File: src/rtl/uart_tx_framer.sv
// UART transmit framer: serializes one byte per accepted request as start, 8 data bits LSB first,
// optional parity and 1 or 2 stop bits. Line idles high and is driven from a register.
//
// state  | meaning
// IDLE   | line high, waiting for send_sig
// START  | start bit (low) for one bit period
// DATA   | data bits D0..D7, one bit period each
// PARITY | parity bit (only when PARITY_EN)
// STOP   | line high for STOP_BITS bit periods
module uart_tx_framer #(
    parameter int CLKS_PER_BAUD = 10416,
    parameter int PARITY_EN     = 0,
    parameter int PARITY_ODD    = 0,
    parameter int STOP_BITS     = 1
) (
    input  logic       clk100mhz,
    input  logic       cpu_resetn,
    input  logic       send_sig,
    input  logic [7:0] send_data,
    output logic       uart_rxd_out,
    output logic       busy_sending,
    output logic       send_done
);

    localparam int CW = 20;

    typedef enum logic [2:0] {S_IDLE, S_START, S_DATA, S_PARITY, S_STOP} state_t;

    state_t          state, state_nxt;
    logic [CW-1:0]   baud_cnt, baud_nxt;
    logic [2:0]      bit_idx, bit_idx_nxt;
    logic [7:0]      shift_reg, shift_nxt;
    logic            parity_bit, parity_nxt;
    logic            stop_cnt, stop_cnt_nxt;
    logic            tx_q, tx_nxt;
    logic            busy_q, busy_nxt;
    logic            done_q, done_nxt;
    logic            baud_end;

    assign baud_end = (baud_cnt == CW'(CLKS_PER_BAUD - 1));

    always_ff @(posedge clk100mhz or negedge cpu_resetn) begin
        if (!cpu_resetn) begin
            state      <= S_IDLE;
            baud_cnt   <= '0;
            bit_idx    <= '0;
            shift_reg  <= '0;
            parity_bit <= 1'b0;
            stop_cnt   <= 1'b0;
            tx_q       <= 1'b1;
            busy_q     <= 1'b0;
            done_q     <= 1'b0;
        end else begin
            state      <= state_nxt;
            baud_cnt   <= baud_nxt;
            bit_idx    <= bit_idx_nxt;
            shift_reg  <= shift_nxt;
            parity_bit <= parity_nxt;
            stop_cnt   <= stop_cnt_nxt;
            tx_q       <= tx_nxt;
            busy_q     <= busy_nxt;
            done_q     <= done_nxt;
        end
    end

    always_comb begin
        state_nxt    = state;
        baud_nxt     = baud_cnt;
        bit_idx_nxt  = bit_idx;
        shift_nxt    = shift_reg;
        parity_nxt   = parity_bit;
        stop_cnt_nxt = stop_cnt;
        tx_nxt       = tx_q;
        busy_nxt     = busy_q;
        done_nxt     = 1'b0;

        if (state != S_IDLE) begin
            baud_nxt = baud_end ? '0 : baud_cnt + CW'(1);
        end

        case (state)
            S_IDLE: begin
                tx_nxt = 1'b1;
                if (send_sig) begin
                    shift_nxt  = send_data;
                    parity_nxt = (^send_data) ^ (PARITY_ODD != 0);
                    tx_nxt     = 1'b0;
                    busy_nxt   = 1'b1;
                    baud_nxt   = '0;
                    state_nxt  = S_START;
                end
            end
            S_START: begin
                if (baud_end) begin
                    tx_nxt      = shift_reg[0];
                    bit_idx_nxt = '0;
                    state_nxt   = S_DATA;
                end
            end
            S_DATA: begin
                if (baud_end) begin
                    // shift register always presents the current bit at [0]
                    shift_nxt = shift_reg >> 1;
                    if (bit_idx == 3'd7) begin
                        bit_idx_nxt = '0;
                        if (PARITY_EN != 0) begin
                            tx_nxt    = parity_bit;
                            state_nxt = S_PARITY;
                        end else begin
                            tx_nxt       = 1'b1;
                            stop_cnt_nxt = 1'b0;
                            state_nxt    = S_STOP;
                        end
                    end else begin
                        bit_idx_nxt = bit_idx + 3'd1;
                        tx_nxt      = shift_reg[1];
                    end
                end
            end
            S_PARITY: begin
                if (baud_end) begin
                    tx_nxt       = 1'b1;
                    stop_cnt_nxt = 1'b0;
                    state_nxt    = S_STOP;
                end
            end
            S_STOP: begin
                if (baud_end) begin
                    if (stop_cnt == 1'(STOP_BITS - 1)) begin
                        state_nxt = S_IDLE;
                        busy_nxt  = 1'b0;
                        done_nxt  = 1'b1;
                    end else begin
                        stop_cnt_nxt = stop_cnt + 1'b1;
                    end
                end
            end
            default: begin
                state_nxt = S_IDLE;
                tx_nxt    = 1'b1;
                busy_nxt  = 1'b0;
            end
        endcase
    end

    assign uart_rxd_out = tx_q;
    assign busy_sending = busy_q;
    assign send_done    = done_q;

endmodule

File: config.mk
export PLATFORM = sky130hd
export DESIGN_NAME = uart_tx_framer
export DESIGN_NICKNAME = d
export VERILOG_FILES = /design/src/rtl/uart_tx_framer.sv
export SDC_FILE = /design/constraint.sdc
export NUM_CORES = 1
export LEC_CHECK = 0
export BUFFER_PORTS_ARGS = -buffer_cell sky130_fd_sc_hd__buf_2
export CAP_MARGIN = 15
export CORE_MARGIN = 4
export CORE_UTILIZATION = 54
export DETAILED_ROUTE_END_ITERATION = 8
export PLACE_DENSITY = 0.86
export SYNTH_ARGS = -nofsm -noshare
export SYNTH_HDL_FRONTEND = slang
export SYNTH_SLANG_ARGS = --single-unit
File: constraint.sdc
create_clock -name clk100mhz -period 1.58 [get_ports clk100mhz]
set_input_delay 0.079 -clock clk100mhz [delete_from_list [all_inputs] [get_ports clk100mhz]]
set_output_delay 0.079 -clock clk100mhz [all_outputs]
set_load 0.05 [all_outputs]
Yosys cells after proc, flatten, opt, wreduce, memory -nomap -nowiden
Index checks and enable logic that the tools add are counted.

word-level totals
  bits in registers = 38
  input bits = 11
  output and inout bits = 3

cells by class
  $add $sub $neg = 3
  equality and inequality tests = 13
  mux-type cells = 38
  bitwise gates (word level) = 2
  reductions and logical operators = 12

operator list
  operator                                                           count
  20-bit two-way mux                                                 4
  3-bit two-way mux                                                  10
  20-bit by 1-bit adder with 20-bit output, second input constant    1
  20-bit by 14-bit == test with 1-bit output, second input constant  1
  1-bit two-way mux                                                  16
  8-bit two-way mux                                                  2
  8-bit case mux with 2 select lines                                 1
  3-bit case mux with 5 select lines                                 1
  2-bit != test, second input constant                               7
  4-bit AND reduction                                                2
  7-bit AND reduction                                                1
  3-bit by 2-bit == test with 1-bit output, second input constant    2
  3-bit == test, second input constant                               2
  1-bit case mux with 3 select lines                                 2
  3-bit case mux with 2 select lines                                 1
  3-bit AND reduction                                                2
  3-bit nonzero test                                                 2
  1-bit case mux with 5 select lines                                 1
  5-bit AND reduction                                                1
  2-bit nonzero test                                                 2
  3-bit by 1-bit adder with 3-bit output, second input constant      1
  3-bit by 1-bit == test with 1-bit output, second input constant    1
  3-bit zero test                                                    1
  3-bit OR reduction                                                 1
  other kinds (2)                                                    3

Longest topological paths before layout
Gate-level depths: netlist of the first run.

  word-level depth = 5
  gate-level depth with buffers = 7
  mapped depth without buffers = 7

Worst setup path before layout of the first run
Ideal clock, no wire load.

  path kind = reg2reg
  from = reg baud_cnt[0]
  to = reg baud_cnt[15]
  arrival time = 1.533 ns
  data required time = 1.462 ns
  slack = -0.071 ns
  stages on the path, launching flop included = 7
  buffers on the path = 1
  period minus slack after synthesis = 1.651 ns
  path through = dfrtp_1 -> ha_1 -> nand4b_1 -> o21ai_2 -> buf_6 -> o21ai_2 -> a21o_1

between the ends
  longest elaborated chain between the ends = 5

ends and longest elaborated chain
  item                                                                                                           line    text
  start: declaration                                                                                             30      logic [CW-1:0] baud_cnt, baud_nxt;
  start signal: assignment                                                                                       55      baud_cnt <= baud_nxt;
  20-bit by 1-bit adder with 20-bit output / 20-bit by 14-bit == test with 1-bit output (equally long branches)  78, 40
  20-bit two-way mux *                                                                                           78      baud_nxt = baud_end ? '0 : baud_cnt + CW'(1);
  20-bit two-way mux *                                                                                           77      if (state != S_IDLE) begin
  20-bit two-way mux                                                                                             84      if (send_sig) begin
  20-bit two-way mux *                                                                                           81      case (state)
  net baud_nxt[15]                                                                                               30

The timed path passes the listed nets; every way through them passes the cells marked *.
A chain may end at the register's enable or synchronous reset.

Final worst setup path of the first run
  from = reg baud_cnt[8]
  to = reg bit_idx[2]

between the ends
  longest elaborated chain between the ends = 3

ends and longest elaborated chain
  item                                          line  text
  20-bit by 14-bit == test with 1-bit output *  40    assign baud_end = (baud_cnt == CW'(CLKS_PER_BAUD - 1));
  2-bit != test (no source line)                n/a
  3-bit AND reduction (no source line) *        n/a
  end signal: assignment                        56    bit_idx <= bit_idx_nxt;
  end: declaration                              31    logic [2:0] bit_idx, bit_idx_nxt;

Every way passes the cells marked *; elsewhere a longest branch is shown, timed or not.

==> flow_summary.json, run 1 <==
{
  "fillers": 200,
  "status": "finished with violations",
  "synth.avg_cell_area_sq_um": 9.59,
  "ys_async_sr_fraction_pct": 100,
  "nNetsFinal": 309,
  "synth-simple-area-share_pct": 28.6,
  "crit_path_end_kind": "register",
  "ys_warn_count": 0,
  "synth_compound_area_share_pct": 21.7,
  "maxCapViolCount": 0,
  "fin_cells": 344,
  "syn_nets": 235,
  "syn_inst": 221,
  "finalCriticalPeriod_ns": 1.88,
  "via_per_inst": 6.67,
  "synth-seq-area-share_pct": 43.7,
  "first_global_vias": 2306,
  "first_pass_iters": 5,
  "stdcell_area_sq_um": 3060,
  "synth-seq-cells": 37,
  "gp_congestion": 0.865,
  "hp-class": "in2reg",
  "ioPinCount": 14,
  "crit_fanout": 3,
  "track_usage_pct": 29.2,
  "worstMarginPinSlew_ns": 0.623,
  "place.detailed.hpwl_mm": 4.01,
  "die_area_sq_um": 4990,
  "arrival_ns": 2.07,
  "drt_iter0_drc": 264,
  "grt_max_degree": 22,
  "synthAdderAreaFrac_pct": 1.77,
  "tritoncts": "yes",
  "finalHoldViolCount": 0,
  "syn_area_sq_um": 2120,
  "criticalPathCategory": "reg2reg",
  "syn2layout_area_growth_pct": 44.5,
  "rsz0062_at_grt": "yes",
  "clkSlewWorstSetupHoldPaths_ns": 0.08,
  "dp.cells": 319,
  "worst_slack_ns": -0.297,
  "grt_pass1_wl_mm": 11.3,
  "clk_path_buf_depth": 2,
  "placed_area_sq_um": 2560,
  "clk_latency_ns": 0.30,
  "die_h_um": 70.7,
  "irDropWorstVdd_uv": 588,
  "maxSlewViolCount": 0,
  "synthMuxAreaShare_pct": 0,
  "period_share_pct": 119,
  "setup_tns_ns": -7.19,
  "synthDistinctLibCells": 48,
  "drt_drc_violations_left": 0,
  "drive_above_1_share_pct": 42.2,
  "antenna_found_initial": 0,
  "synth_top_family_by_area": "simple AND/OR/NAND/NOR gates",
  "critPathLaunchType": "register",
  "root_buffer": "clkbuf_8",
  "cts_inserted_buffers": 5,
  "violations": "setup timing",
  "placementRows": 22,
  "clkSinkCount": 37,
  "critPathRequiredTime_ns": 1.77,
  "synth-xor-area-share_pct": 0.826,
  "relSlewSlack_pct": 58.5,
  "max_freq_mhz": 533,
  "synth_edf_count": 0,
  "p_per_area_nw_per_um2": 853,
  "clock-skew-final_ns": 0.00763,
  "ys.flop_type": "dfrtp_1",
  "die_w_um": 70.7,
  "start_util_pct": 57.0,
  "avgRoutedWirePerCell_um": 21.2,
  "core_sq_um": 3720,
  "antenna_cells": 0,
  "drtAntennaViolNets": 0,
  "io_buffers": 13,
  "p_leak_nw": 1.42,
  "vias": 2296,
  "grt_overflow": 0,
  "largest_register_ffs": 20,
  "wirelength_mm": 7.28,
  "htree_levels": 2,
  "setup_viol": 34
}
## logic make-up (layout without fill, tap and decap cells)
logic type | Yosys count | in the layout
AND/OR/NAND/NOR | 99 | 101
AO/OA/AOI/OAI | 66 | 66
flip-flops | 37 | 37
buffers and inverters | 14 | 87
adder cells (fa/ha/maj) | 3 | 3
XOR/XNOR | 2 | 2
## cell usage after synthesis (2+ instances only)
library cell  instances  share of area (%)
dfrtp_1              36                 43
nand2_1              22                3.9
nor2_1               19                3.4
o21ai_0              16                3.8
nor4_1                9                2.7
a21o_1                8                2.8
and3_1                8                2.4
o21a_1                8                2.8
inv_1                 7                1.2
nand3_1               7                1.7
o22a_1                7                2.9
nor3b_1               5                1.8
a21oi_1               4               0.94
nor3_1                4               0.94
a22o_1                3                1.2
a31oi_1               3               0.89
and4_1                3                1.2
buf_2                 3               0.71
ha_1                  3                1.8
nand2b_1              3               0.89
o21ai_2               3                1.2
o22ai_1               3               0.89
or3_1                 3               0.89
a211oi_1              2               0.71
buf_6                 2                1.1
clkbuf_1              2               0.35
nand4_1               2               0.59
nand4_2               2                1.2
nor4b_2               2                1.4
nor4b_4               2                2.2
o31ai_1               2               0.71
xnor2_1               2               0.83
## through the flow
step | utilization [%] | worst slack [ns] | power (mW) | hold WS [ns]
2_1_floorplan | - | -0.0685 | 1.52 | -0.217
3_3_place_gp | 68.9 | -0.193 | 1.73 | 0.0346
3_5_place_dp | 68.9 | -0.200 | 1.78 | 0.0405
4_1_cts | 78.6 | -0.184 | 2.50 | 0.0857
5_1_grt | 82.4 | -0.361 | 2.73 | 0.0878
6_report | 82.4 | -0.297 | 2.61 | 0.0868
## report_power, final
group,switching (mW),internal [mW],total [mW]
logic,0.380,0.344,0.725
clock network,0.374,0.307,0.680
registers,0.126,1.08,1.21
total,0.880,1.73,2.61
## path summary, 6_finish.rpt
path	cells after the start	slack, ns	end	start
max	6	-0.30	bit_idx[2]	baud_cnt[8]
min	3	0.09	shift_reg[7]	send_data[7]
max reg2reg	6	-0.30	bit_idx[2]	baud_cnt[8]
min reg2reg	1	0.50	shift_reg[4]	shift_reg[4]
max in group asynchronous	3	0.77	uart_rxd_out	cpu_resetn
min in group asynchronous	2	0.25	baud_cnt[6]	cpu_resetn
## area by class of cell
| cell class | count | area, sq um | share of cell area, % |
|---|---|---|---|
| multi-input cells | 172 | 1380 | 45.1 |
| inverters | 7 | 26.3 | 0.858 |
| clock inverters | 2 | 10.0 | 0.327 |
| flip-flops and latches | 37 | 927 | 30.3 |
| repair buffers | 72 | 586 | 19.1 |
| well taps | 48 | 60.1 | 1.96 |
| clock buffers | 6 | 72.6 | 2.37 |
## what timing repair did
item | in CTS | in global routing
endpoints found under the setup margin | 32 | 36
resized for setup | 44 | 26
pin swaps | 36 | 15
buffers inserted | 10 | 4
cloned | 2 | 0
endpoints found under the hold margin | 16 | 0
hold buffers | 1 | 0
## worst max-delay path, stage by stage, from the launching register on
cell	delay, ns
dfrtp_1	0.42
nor4b_4	0.35
nand4_2	0.22
buf_6	0.19
nor3_4	0.18
nand2_2	0.10
a211o_1	0.29
## per-layer routing
layer	wire length (um)	track usage, %	up-vias
met3	548	7.24	50
met1	2610	32.9	1102
met5	0	0	-
met2	3720	50.1	158
met4	400	16.7	0
li1	-	-	986
## cells in the final DEF (no fill, tap or decap), types with 3 or more instances in the layout
master	instances
o21ai_2	11
nand3_1	6
nand2b_1	3
nor2_1	18
and4_1	3
nor4_4	4
and3_1	7
nor3b_1	5
buf_6	8
a31oi_1	3
a21o_1	8
o21ai_0	6
or3_1	3
buf_2	13
o22a_1	7
nand2_1	19
inv_1	7
clkbuf_8	5
nor4_2	4
buf_4	46
o21a_1	8
nor4b_4	3
a21oi_1	4
dfrtp_1	36
buf_12	3
a22o_1	3
No activity file was read; power rests on OpenSTA's default activity.
==> run 2, diff against run 1 <==
--- a/config.mk
+++ b/config.mk
@@ -7,7 +7,7 @@
 export LEC_CHECK = 0
 export BUFFER_PORTS_ARGS = -buffer_cell sky130_fd_sc_hd__buf_2
 export CAP_MARGIN = 15
-export CORE_MARGIN = 4
+export CORE_MARGIN = 2
 export CORE_UTILIZATION = 54
 export DETAILED_ROUTE_END_ITERATION = 8
 export PLACE_DENSITY = 0.86
==> flow_summary.json, run 2 (synthesized netlist as in run 1, its figures left out) <==
{
  "drt_drc_violations_left": 0,
  "critPathRequiredTime_ns": 1.84,
  "layout_commonest_cell": "buf_4",
  "track_usage_pct": 31.9,
  "rsz0062_at_grt": "yes",
  "die_area_sq_um": 4440,
  "critPathLaunchType": "register",
  "reg2reg_depth": 5,
  "placementRows": 22,
  "ioPinCount": 14,
  "first_pass_iters": 4,
  "crit_path_end_kind": "register",
  "syn2layout_area_growth_pct": 40.6,
  "die_h_um": 66.7,
  "worst_slack_ns": -0.287,
  "via_per_inst": 6.50,
  "setup_tns_ns": -6.47,
  "r2r-start": "baud_cnt[6]",
  "max_freq_mhz": 536,
  "fillers": 210,
  "drt_iter0_drc": 202,
  "status": "finished with violations",
  "root_buffer": "clkbuf_8",
  "final-seq-area_sq_um": 933,
  "htree_levels": 2,
  "irDropWorstVdd_uv": 806,
  "avgRoutedWirePerCell_um": 20.2,
  "core_sq_um": 3720,
  "period_share_pct": 118,
  "hp-class": "in2reg",
  "final_cell_mix": "buf_4 (43), dfrtp_1 (31), nand2_1 (18), nor2_1 (18), buf_2 (13)",
  "p_leak_nw": 1.37,
  "clkSinkCount": 37,
  "arrival_ns": 2.12,
  "grt_max_degree": 20,
  "place.detailed.hpwl_mm": 3.88,
  "stdcell_area_sq_um": 2980,
  "gp_congestion": 0.911,
  "vias": 2197,
  "start_util_pct": 57.0,
  "io_buffers": 13,
  "multi_input_area_sq_um": 1350,
  "relSlewSlack_pct": 68.8,
  "hold_depth": 3,
  "tritoncts": "yes",
  "criticalPathCategory": "reg2reg",
  "die_w_um": 66.7,
  "maxSlewViolCount": 0,
  "crit_fanout": 8,
  "antenna_found_initial": 0,
  "drive_above_1_share_pct": 40.3,
  "clk_path_buf_depth": 2,
  "setup_viol": 34,
  "cts_inserted_buffers": 5,
  "min_from": "send_data[7]",
  "power_mw": 2.57,
  "p_per_area_nw_per_um2": 862,
  "drtAntennaViolNets": 0,
  "placed_area_sq_um": 2580,
  "nNetsFinal": 303,
  "clkSlewWorstSetupHoldPaths_ns": 0.09,
  "final_util_pct": 80.2,
  "violations": "setup timing",
  "wirelength_mm": 6.84,
  "worstMarginPinSlew_ns": 0.468,
  "grt_pass1_wl_mm": 10.4,
  "finalCriticalPeriod_ns": 1.87,
  "maxCapViolCount": 0,
  "first_global_vias": 2276,
  "grt_overflow": 0,
  "clk_latency_ns": 0.31,
  "startpoint": "baud_cnt[6]",
  "largest_register_ffs": 20,
  "antenna_cells": 0,
  "finalHoldViolCount": 0,
  "clock-skew-final_ns": 0.0126
}
run 2: changes by cell type in the layout (fill, tap and decap cells not counted), moves of 2 or more:
cell / previous run / this run
nor4_1: 1 / 5
dfrtp_2: 0 / 5
buf_4: 46 / 43
o21ai_2: 11 / 5
o21ai_1: 2 / 9
or3_4: 0 / 2
or3_1: 3 / 1
clkinvlp_4: 0 / 2
dfrtp_1: 36 / 31
clkinv_2: 2 / 0
nor4_2: 4 / 0
run 2: where the power goes:
group	total, mW	internal, mW	switching [mW]
Combinational	0.673	0.323	0.350
Clock	0.698	0.311	0.387
Sequential	1.20	1.08	0.115
run 2: metrics by stage:
| step | worst slack, ns | cells | hold slack [ns] |
|---|---|---|---|
| after floorplan | -0.0685 | 221 | -0.217 |
| after global placement | -0.151 | 322 | 0.0513 |
| after detailed placement | -0.198 | 322 | 0.0537 |
| after CTS | -0.189 | 335 | 0.0414 |
| after global routing | -0.317 | 338 | 0.109 |
| final | -0.287 | 338 | 0.0932 |
run 2: worst paths after layout:
| check | endpoint | slack [ns] |
|---|---|---|
| max | state[2] | -0.29 |
| min | shift_reg[7] | 0.09 |
| max reg2reg | state[2] | -0.29 |
| min reg2reg | shift_reg[2] | 0.50 |
| max in group asynchronous | uart_rxd_out | 0.80 |
| min in group asynchronous | busy_sending | 0.24 |
run 2: final cells by class:
cell class | count | share of cell area [%]
well taps | 48 | 2.02
clock inverters | 2 | 0.504
clock buffers | 6 | 2.43
repair buffers | 67 | 17.7
multi-input cells | 171 | 45.1
flip-flops and latches | 37 | 31.3
inverters | 7 | 0.882
run 2: metal layers:
metal	up-vias	part of all wire (%)	global-route usage, %	wire length [um]
met3	47	6.0	8.28	410
met4	0	6.6	18.9	451
met1	1067	37	35.1	2570
li1	970	-	-	-
met2	113	50	54.9	3420
met5	-	0	1.39	0
run 2: what timing repair did:
item                                    4_1_cts  5_1_grt
endpoints found under the setup margin       34       36
buffers inserted                              3        3
resized for setup                            37       25
pin swaps                                    12       12
hold buffers                                  1        0
cloned                                        1        0
endpoints found under the hold margin        18        0
run 2: worst max-delay path, cell delays in order, from the launching register on:
cell and delay (ns):
dfrtp_2 0.43, nor4b_4 0.38, nand4_2 0.22, or2_4 0.34, or3_4 0.38, nand2_2 0.07
==> run 3, diff against run 2 <==
--- a/config.mk
+++ b/config.mk
@@ -8,9 +8,9 @@
 export BUFFER_PORTS_ARGS = -buffer_cell sky130_fd_sc_hd__buf_2
 export CAP_MARGIN = 15
 export CORE_MARGIN = 2
-export CORE_UTILIZATION = 54
+export CORE_UTILIZATION = 35
 export DETAILED_ROUTE_END_ITERATION = 8
-export PLACE_DENSITY = 0.86
+export PLACE_DENSITY = 0.64
 export SYNTH_ARGS = -nofsm -noshare
 export SYNTH_HDL_FRONTEND = slang
 export SYNTH_SLANG_ARGS = --single-unit
==> constraint.sdc (replaced) <==
create_clock -name clk100mhz -period 1.58 [get_ports clk100mhz]
set_input_delay 0.316 -clock clk100mhz [delete_from_list [all_inputs] [get_ports clk100mhz]]
set_output_delay 0.316 -clock clk100mhz [all_outputs]
set_load 0.05 [all_outputs]
==> flow_summary.json, run 3 (synthesized netlist as in run 1, its figures left out) <==
{
  "worst_slack_ns": -0.218,
  "irDropWorstVdd_uv": 591,
  "dp.cells": 351,
  "first_pass_iters": 4,
  "p_per_area_nw_per_um2": 832,
  "avgRoutedWirePerCell_um": 14.7,
  "place_ws_ns": -0.282,
  "clkSlewWorstSetupHoldPaths_ns": 0.08,
  "clkSinkCount": 37,
  "grt_pass1_wl_mm": 9.03,
  "clock-skew-final_ns": 0.00557,
  "finalHoldViolCount": 0,
  "start_util_pct": 36.0,
  "maxSlewViolCount": 0,
  "arrival_ns": 1.98,
  "wirelength_mm": 5.38,
  "place.detailed.hpwl_mm": 3.66,
  "clk_latency_ns": 0.29,
  "grt_max_degree": 38,
  "htree_levels": 2,
  "core_sq_um": 5890,
  "root_buffer": "clkbuf_8",
  "largest_register_ffs": 20,
  "hp-class": "in2reg",
  "antenna_found_initial": 0,
  "layout_commonest_cell": "buf_4",
  "io_buffers": 13,
  "fillers": 550,
  "fin_cells": 366,
  "finalCriticalPeriod_ns": 1.80,
  "violations": "setup timing",
  "worstMarginPinSlew_ns": 0.386,
  "nNetsFinal": 304,
  "crit_path_end_kind": "register",
  "gp_congestion": 0.812,
  "status": "finished with violations",
  "period_share_pct": 114,
  "ioPinCount": 14,
  "setup_viol": 33,
  "clk_path_buf_depth": 2,
  "drt_iter0_drc": 135,
  "maxCapViolCount": 0,
  "first_global_vias": 1895,
  "grt_overflow": 0,
  "relSlewSlack_pct": 74.2,
  "track_usage_pct": 17.7,
  "die_w_um": 81.8,
  "drive_above_1_share_pct": 36.1,
  "critPathLaunchType": "register",
  "final_cell_mix": "buf_4 (50), dfrtp_1 (34), nand2_1 (20)",
  "vias": 1949,
  "antenna_cells": 0,
  "syn2layout_area_growth_pct": 38.5,
  "die_area_sq_um": 6690,
  "placementRows": 28,
  "via_per_inst": 5.33,
  "crit_fanout": 7,
  "drt_drc_violations_left": 0,
  "tritoncts": "yes",
  "die_h_um": 81.8,
  "cts_inserted_buffers": 5,
  "p_leak_nw": 1.39,
  "rsz0062_at_grt": "yes",
  "criticalPathCategory": "reg2reg",
  "critPathRequiredTime_ns": 1.77,
  "max_freq_mhz": 556,
  "drtAntennaViolNets": 0
}
[run 3: per-stage QoR]
| step | power, mW | cell area, sq um | utilization, % | setup TNS, ns | hold slack [ns] |
|---|---|---|---|---|---|
| final | 2.44 | 2940 | 49.9 | -4.37 | 0.278 |
| after floorplan | 1.52 | 2130 | - | -0.902 | 0.0204 |
| after CTS | 2.45 | 2900 | 49.3 | -3.90 | 0.284 |
| after global placement | 1.73 | 2650 | 44.9 | -6.72 | 0.303 |
| after global routing | 2.59 | 2940 | 49.9 | -6.53 | 0.280 |
| after detailed placement | 1.75 | 2650 | 44.9 | -6.88 | 0.304 |
[run 3: per-layer routing]
metal | global-route usage, % | vias up | part of all wire (%)
met3 | 3.96 | 6 | 2.9
met1 | 24.1 | 943 | 48
met2 | 27.4 | 32 | 48
met5 | 0 | - | 0
met4 | 6.67 | 0 | 0.84
li1 | - | 968 | -
[run 3: worst paths after layout]
check	end	slack [ns]	from	cells past startpoint
max in group asynchronous	uart_rxd_out	0.80	cpu_resetn	3
worst max-delay path	baud_cnt[1]	-0.22	baud_cnt[9]	5
worst min register to register	shift_reg[3]	0.50	shift_reg[3]	1
worst max register to register	baud_cnt[1]	-0.22	baud_cnt[9]	5
worst min-delay path	shift_reg[7]	0.28	send_data[7]	3
min in group asynchronous	baud_cnt[15]	0.52	cpu_resetn	3
[run 3: worst max-delay path, cell delays in order (launching register included)]
cell,delay (ns)
dfrtp_1,0.43
nor4b_4,0.37
nand4_4,0.19
or2_4,0.31
buf_4,0.15
a32o_1,0.24
[run 3: timing repair]
| item | 4_1_cts | 5_1_grt |
|---|---|---|
| resized for setup | 21 | 5 |
| gates cloned | 1 | 0 |
| setup endpoints to repair | 34 | 35 |
| buffers inserted | 3 | 2 |
| pin swaps | 13 | 12 |
| hold buffers | 1 | 0 |
| endpoints found under the hold margin | 36 | 0 |
[run 3: power by group]
part	internal [mW]	leakage (nW)	switching, mW
clock network	0.305	0.0439	0.359
logic	0.296	0.872	0.298
registers	1.08	0.470	0.103
total	1.68	1.39	0.760
[run 3: area by class of cell]
cell class / instances / area (sq um) / area share, %
multi-input combinational: 171 / 1280 / 43.5
sequential: 37 / 930 / 31.7
timing repair buffer: 68 / 522 / 17.8
tap: 75 / 93.8 / 3.20
clock buffer: 5 / 68.8 / 2.34
inverter: 7 / 26.3 / 0.895
clock inverter: 3 / 17.5 / 0.597
